<file path="src/rtl/uart_pkg.sv">
// Shared types and defaults for the UART transmit path.
package uart_pkg;

    localparam int DEFAULT_CLK_FREQ  = 12_000_000;
    localparam int DEFAULT_BAUD_RATE = 9600;

    typedef enum logic [1:0] {
        IDLE,
        START,
        DATA,
        STOP
    } tx_state_t;

    // Counter width that stays legal when the count range collapses to one value.
    function automatic int width_of(input int n);
        return (n > 1) ? $clog2(n) : 1;
    endfunction

endpackage

</file>
<file path="src/rtl/sync_fifo.sv">
// Single-clock FIFO with power-of-two depth; occupancy count doubles as the full/empty source.
module sync_fifo #(
    parameter int DATA_W = 8,
    parameter int DEPTH  = 16
) (
    input  logic                   clk,
    input  logic                   rst_n,
    input  logic                   push,
    input  logic [DATA_W-1:0]      wdata,
    input  logic                   pop,
    output logic [DATA_W-1:0]      rdata,
    output logic [$clog2(DEPTH):0] count
);

    localparam int PTR_W = $clog2(DEPTH);
    localparam int CNT_W = PTR_W + 1;

    logic [DATA_W-1:0] mem_q [DEPTH];
    logic [PTR_W-1:0]  wr_ptr_q, wr_ptr_d;
    logic [PTR_W-1:0]  rd_ptr_q, rd_ptr_d;
    logic [CNT_W-1:0]  count_q, count_d;
    logic              do_push, do_pop;

    // Pointers wrap for free because DEPTH is a power of two.
    always_comb begin
        do_push  = push && (count_q != CNT_W'(DEPTH));
        do_pop   = pop && (count_q != '0);
        wr_ptr_d = wr_ptr_q;
        rd_ptr_d = rd_ptr_q;
        count_d  = count_q;
        if (do_push) begin
            wr_ptr_d = wr_ptr_q + 1'b1;
        end
        if (do_pop) begin
            rd_ptr_d = rd_ptr_q + 1'b1;
        end
        case ({do_push, do_pop})
            2'b10:   count_d = count_q + 1'b1;
            2'b01:   count_d = count_q - 1'b1;
            default: count_d = count_q;
        endcase
    end

    always_ff @(posedge clk or negedge rst_n) begin
        if (!rst_n) begin
            wr_ptr_q <= '0;
            rd_ptr_q <= '0;
            count_q  <= '0;
        end else begin
            wr_ptr_q <= wr_ptr_d;
            rd_ptr_q <= rd_ptr_d;
            count_q  <= count_d;
        end
    end

    always_ff @(posedge clk) begin
        if (do_push) begin
            mem_q[wr_ptr_q] <= wdata;
        end
    end

    assign rdata = mem_q[rd_ptr_q];
    assign count = count_q;

endmodule

</file>
<file path="src/rtl/uart_tx_fifo.sv">
// Buffered 8N1 UART transmitter: bytes queue in sync_fifo and are serialised back-to-back.
module uart_tx_fifo
    import uart_pkg::*;
#(
    parameter int CLK_FREQ   = DEFAULT_CLK_FREQ,
    parameter int BAUD_RATE  = DEFAULT_BAUD_RATE,
    parameter int FIFO_DEPTH = 16
) (
    input  logic                        hw_clk,
    input  logic                        rst_n,
    input  logic [7:0]                  in_data,
    input  logic                        in_valid,
    output logic                        in_ready,
    output logic                        uarttx,
    output logic                        busy,
    output logic [$clog2(FIFO_DEPTH):0] fifo_count
);

    localparam int CLKS_PER_BIT = CLK_FREQ / BAUD_RATE;
    localparam int BAUD_W       = width_of(CLKS_PER_BIT);
    localparam int CNT_W        = $clog2(FIFO_DEPTH) + 1;
    localparam logic [BAUD_W-1:0] BAUD_LAST = BAUD_W'(CLKS_PER_BIT - 1);

    tx_state_t         state_q, state_d;
    logic [BAUD_W-1:0] baud_q, baud_d;
    logic [2:0]        bit_q, bit_d;
    logic [7:0]        shift_q, shift_d;
    logic              tx_q, tx_d;
    logic              line_busy_q, line_busy_d;
    logic              fifo_push, fifo_pop, fifo_empty, baud_done;
    logic [7:0]        fifo_rdata;

    assign in_ready   = (fifo_count != CNT_W'(FIFO_DEPTH));
    assign fifo_push  = in_valid && in_ready;
    assign fifo_empty = (fifo_count == '0);
    assign baud_done  = (baud_q == BAUD_LAST);

    sync_fifo #(
        .DATA_W (8),
        .DEPTH  (FIFO_DEPTH)
    ) u_fifo (
        .clk   (hw_clk),
        .rst_n (rst_n),
        .push  (fifo_push),
        .wdata (in_data),
        .pop   (fifo_pop),
        .rdata (fifo_rdata),
        .count (fifo_count)
    );

    always_comb begin
        state_d  = state_q;
        baud_d   = baud_q;
        bit_d    = bit_q;
        shift_d  = shift_q;
        fifo_pop = 1'b0;
        case (state_q)
            IDLE: begin
                if (!fifo_empty) begin
                    fifo_pop = 1'b1;
                    shift_d  = fifo_rdata;
                    baud_d   = '0;
                    bit_d    = '0;
                    state_d  = START;
                end
            end
            START: begin
                baud_d = baud_q + 1'b1;
                if (baud_done) begin
                    baud_d  = '0;
                    state_d = DATA;
                end
            end
            DATA: begin
                baud_d = baud_q + 1'b1;
                if (baud_done) begin
                    baud_d  = '0;
                    shift_d = {1'b0, shift_q[7:1]};
                    if (bit_q == 3'd7) begin
                        state_d = STOP;
                    end else begin
                        bit_d = bit_q + 3'd1;
                    end
                end
            end
            STOP: begin
                baud_d = baud_q + 1'b1;
                if (baud_done) begin
                    baud_d = '0;
                    // Chain straight into the next frame so the line never idles between bytes.
                    if (!fifo_empty) begin
                        fifo_pop = 1'b1;
                        shift_d  = fifo_rdata;
                        bit_d    = '0;
                        state_d  = START;
                    end else begin
                        state_d = IDLE;
                    end
                end
            end
            default: state_d = IDLE;
        endcase
    end

    // Line level follows state one cycle later, so every level is held exactly CLKS_PER_BIT.
    always_comb begin
        case (state_q)
            START:   tx_d = 1'b0;
            DATA:    tx_d = shift_q[0];
            default: tx_d = 1'b1;
        endcase
        line_busy_d = (state_q != IDLE);
    end

    always_ff @(posedge hw_clk or negedge rst_n) begin
        if (!rst_n) begin
            state_q     <= IDLE;
            baud_q      <= '0;
            bit_q       <= '0;
            tx_q        <= 1'b1;
            line_busy_q <= 1'b0;
        end else begin
            state_q     <= state_d;
            baud_q      <= baud_d;
            bit_q       <= bit_d;
            tx_q        <= tx_d;
            line_busy_q <= line_busy_d;
        end
    end

    always_ff @(posedge hw_clk) begin
        shift_q <= shift_d;
    end

    assign uarttx = tx_q;
    assign busy   = line_busy_q || (state_q != IDLE) || !fifo_empty;

endmodule

</file>
<file path="config.mk">
export PLATFORM = sky130hd
export DESIGN_NAME = uart_tx_fifo
export DESIGN_NICKNAME = d
export VERILOG_FILES = /design/src/rtl/uart_pkg.sv /design/src/rtl/sync_fifo.sv /design/src/rtl/uart_tx_fifo.sv
export SDC_FILE = /design/constraint.sdc
export NUM_CORES = 1
export LEC_CHECK = 0
export CELL_PAD_IN_SITES_DETAIL_PLACEMENT = 2
export CELL_PAD_IN_SITES_GLOBAL_PLACEMENT = 2
export CORE_MARGIN = 3
export CORE_UTILIZATION = 50
export DETAILED_ROUTE_END_ITERATION = 12
export PLACE_DENSITY = 0.82
export SLEW_MARGIN = 0
export SYNTH_ARGS = -nofsm -noshare
export SYNTH_HDL_FRONTEND = slang
export SYNTH_SLANG_ARGS = --single-unit
</file>
<file path="constraint.sdc">
create_clock -name hw_clk -period 7.5 [get_ports hw_clk]
set_clock_uncertainty 0.15 [all_clocks]
set_input_delay 1.125 -clock hw_clk [delete_from_list [all_inputs] [get_ports hw_clk]]
set_output_delay 1.125 -clock hw_clk [all_outputs]
set_load 0.1 [all_outputs]
</file>
==> metrics.txt <==
WL final 17,400 um; maxcap violations 0; Synth Area in Adders 3.590%; HP Start shift_q[0]; clock sink count 167; PwrDens between 400 and 500 nW/um^2; Setup crit end busy; FP Rows 43; status finished clean; Final #Nets between 400 and 500; Slew headroom 14.04%; Initial Util 51.32%; Avg Cell Area, Syn 17.13 sq um; FF-to-FF Start baud_q[1]; initial antenna violation count 0; YS warnings 0; Synth Flop Type edfxtp_1; Placer Congestion 0.7543; leading area contributor after synthesis edfxtp_1; reg2reg setup slack about 4.1 ns; drt wl/cell 27.53 um; CP startpoint kind register; critical path peak fanout 8; CP Launch Point state_q[1]; Post-synth EDFFs 136; post-synthesis simple-gate area fraction 5.960%; Fin. Hold Viols 0; first-pass GRT wire length about 27,000 um; top cell type's share of synthesized area 56.88%; 1st-pass router iterations 5; most frequent cell after synthesis edfxtp_1; Netlist cell types 49; setup repair after global routing missed its margin no; Slew @ Worst Pin roughly 1.3 ns; IO Pins 19; final instance area 8107 sq um; Max Root-Sink Buffers 2; Post-route DRC 0; multiplexer share of the synthesized area around 14%; Synth top cells by count edfxtp_1 (136), mux4_2 (33), dfrtp_1 (30), mux2i_1 (23), nor2_1 (22); top area cells in the synthesized netlist edfxtp_1 (57%), dfrtp_1 (10%), mux4_2 (10%), ha_1 (3.3%), mux2i_1 (3.2%); Final period util 56.03%; cell count after synthesis 419; crit-path most repeated cell inv_1; pin count of the biggest net entering global routing 35; cell leakage power 2.836 nW; capturing point of the worst reg2reg path u_fifo.count[4]; Critical Path End Type output pin; HPWL Detailed 11,310 um; Max Clk Rate about 240 MHz; layout cells sized above 1 18.81%; CTS H-tree depth 4; Die X roughly 130 um; # hold bufs at CTS 0; worst-path cell chain inv_1 -> ha_1 -> inv_1 -> nor3_4 -> nand2b_1 -> clkdlybuf4s50_1; Synth Area in Compound Gates under 10%; ant diodes 0; CTS tree built; Post-Syn Nets 450; die height 125.8 um; Final Power 3.362 mW; CP required around 6.2 ns; Max stage delay on crit path 0.97 ns; CTS buffer count 17; Post-DRT Antenna Nets 0; hold crit path type register to register; worst skew pair latency ~0.43 ns; GR Util All Layers 23.63%; endpoints failing setup 0; # port buffers 18; synthesized area 7179 sq um; Tmin final 4.203 ns; Seq/Total Area, Yosys 67.71%; Crit Path Class register to output pin; clk slew on worst S/H paths 0.07 ns; post-cts gate resize count 0; Seq cells post-synth around 170; largest family of logic cells by synthesized area multiplexers; Syn-to-layout area delta 12.91%; die area 15,830 sq um; WP data arrival 2.93 ns; drt initial violations approximately 310; Root Driver clkbuf_16; Slew Viols, Final 0; vias in the first global route between 4,000 and 5,000; Cell Area, Placed 7507 sq um; VDD IR max 0.0003035 V; FFs w/ async S/R, synth 18.56%; final setup TNS 0 ns; Slowest cell on crit path clkdlybuf4s50_1; Via-to-Cell Ratio 6.049; Core Footprint roughly 14,000 sq um; post-CTS setup buffer count 0; R2R cell count 11; Vias 3,823; XOR/XNOR share of the synthesized area around 1.5%; global route overflow 0
==> critical path: cells and delay by family (launching register included) <==
kind | cells | cell delay [ns]
adder cells (fa/ha/maj) | 1 | 0.29
buffers and inverters | 3 | 1.29
flip-flops | 1 | 0.43
AND/OR/NAND/NOR | 2 | 0.47
==> how the worst min path moves through the flow <==
stage	cells past startpoint	slack (ns)	to
2_1_floorplan	1	0.30	baud_q[10]
3_3_place_gp	1	0.32	baud_q[10]
3_5_place_dp	2	0.35	uarttx
4_1_cts	2	0.36	uarttx
5_1_grt	2	0.39	uarttx
6_report	2	0.35	uarttx
==> sequential cells by signal, summed over array words and instances (netlist names) <==
name	cells
line_busy_q	1
baud_q	11
bit_q	3
uarttx	1
u_fifo.wr_ptr_q	4
u_fifo.count	5
shift_q	8
u_fifo.rd_ptr_q	4
state_q	2
u_fifo.mem_q	128
==> logic make-up (layout without fill, tap and decap cells) <==
| kind of cell | after synthesis | after routing |
|---|---|---|
| DFF | 167 | 167 |
| and+or+nand+nor | 76 | 76 |
| muxes | 60 | 60 |
| AOI/OAI and AO/OA | 52 | 52 |
| buffers and inverters | 32 | 65 |
| adders and majority gates | 20 | 20 |
| xor gates and xnor gates | 12 | 12 |
==> metal layers <==
layer / up-vias / track usage (%) / share of wire (%)
met5: - / 0 / 0
met4: 0 / 6.751 / 1.0
li1: 1693 / - / -
met2: 79 / 40.28 / 53
met3: 12 / 5.598 / 4.1
met1: 2039 / 30.62 / 42
==> cell usage in the layout, fill, tap and decap left out, types with 2 or more instances in the layout <==
cell / instances
inv_6: 3
clkdlybuf4s50_1: 18
clkinv_2: 3
nor3_1: 6
edfxtp_1: 136
xor2_1: 6
mux2i_1: 23
nor3_4: 2
dfrtp_1: 28
mux4_2: 33
clkinv_4: 3
a21o_1: 2
clkbuf_16: 17
a22o_1: 9
o21ai_0: 10
a41oi_1: 2
nand3_1: 5
inv_1: 12
nand2_1: 19
mux2_2: 3
bufinv_16: 2
buf_4: 2
nor2_1: 22
o221ai_1: 2
nand4_1: 6
xnor2_1: 6
dfrtp_2: 2
a21oi_1: 11
inv_8: 3
nand2b_1: 5
a31oi_1: 7
or3_1: 2
ha_1: 19
==> power by group <==
group	switching [mW]	leakage [nW]	total (mW)	internal, mW
sequential	0.191	1.62	1.38	1.19
combinational	0.646	0.923	1.10	0.454
clock	0.384	0.294	0.884	0.500
total	1.22	2.84	3.36	2.14
==> metrics by stage <==
stage / utilization [%] / std cells / hold WS [ns] / setup slack [ns]
3_3_place_gp: 53.67 / 599 / 0.3210 / 3.479
6_report: 57.95 / 632 / 0.3507 / 3.297
4_1_cts: 57.92 / 631 / 0.3584 / 3.261
3_5_place_dp: 53.67 / 599 / 0.3456 / 3.204
2_1_floorplan: - / 419 / 0.3036 / 3.914
5_1_grt: 57.95 / 632 / 0.3932 / 3.108
==> cell type report <==
| class | count | area, sq um |
|---|---|---|
| sequential | 167 | 4863 |
| clock inverter | 15 | 168.9 |
| fill | 1164 | 5882 |
| clock buffer | 17 | 425.4 |
| inverter | 12 | 45.04 |
| multi-input combinational | 220 | 2178 |
| timing repair buffer | 21 | 200.2 |
| tap | 180 | 225.2 |
Note: power is estimated with default switching activity, not from simulation.
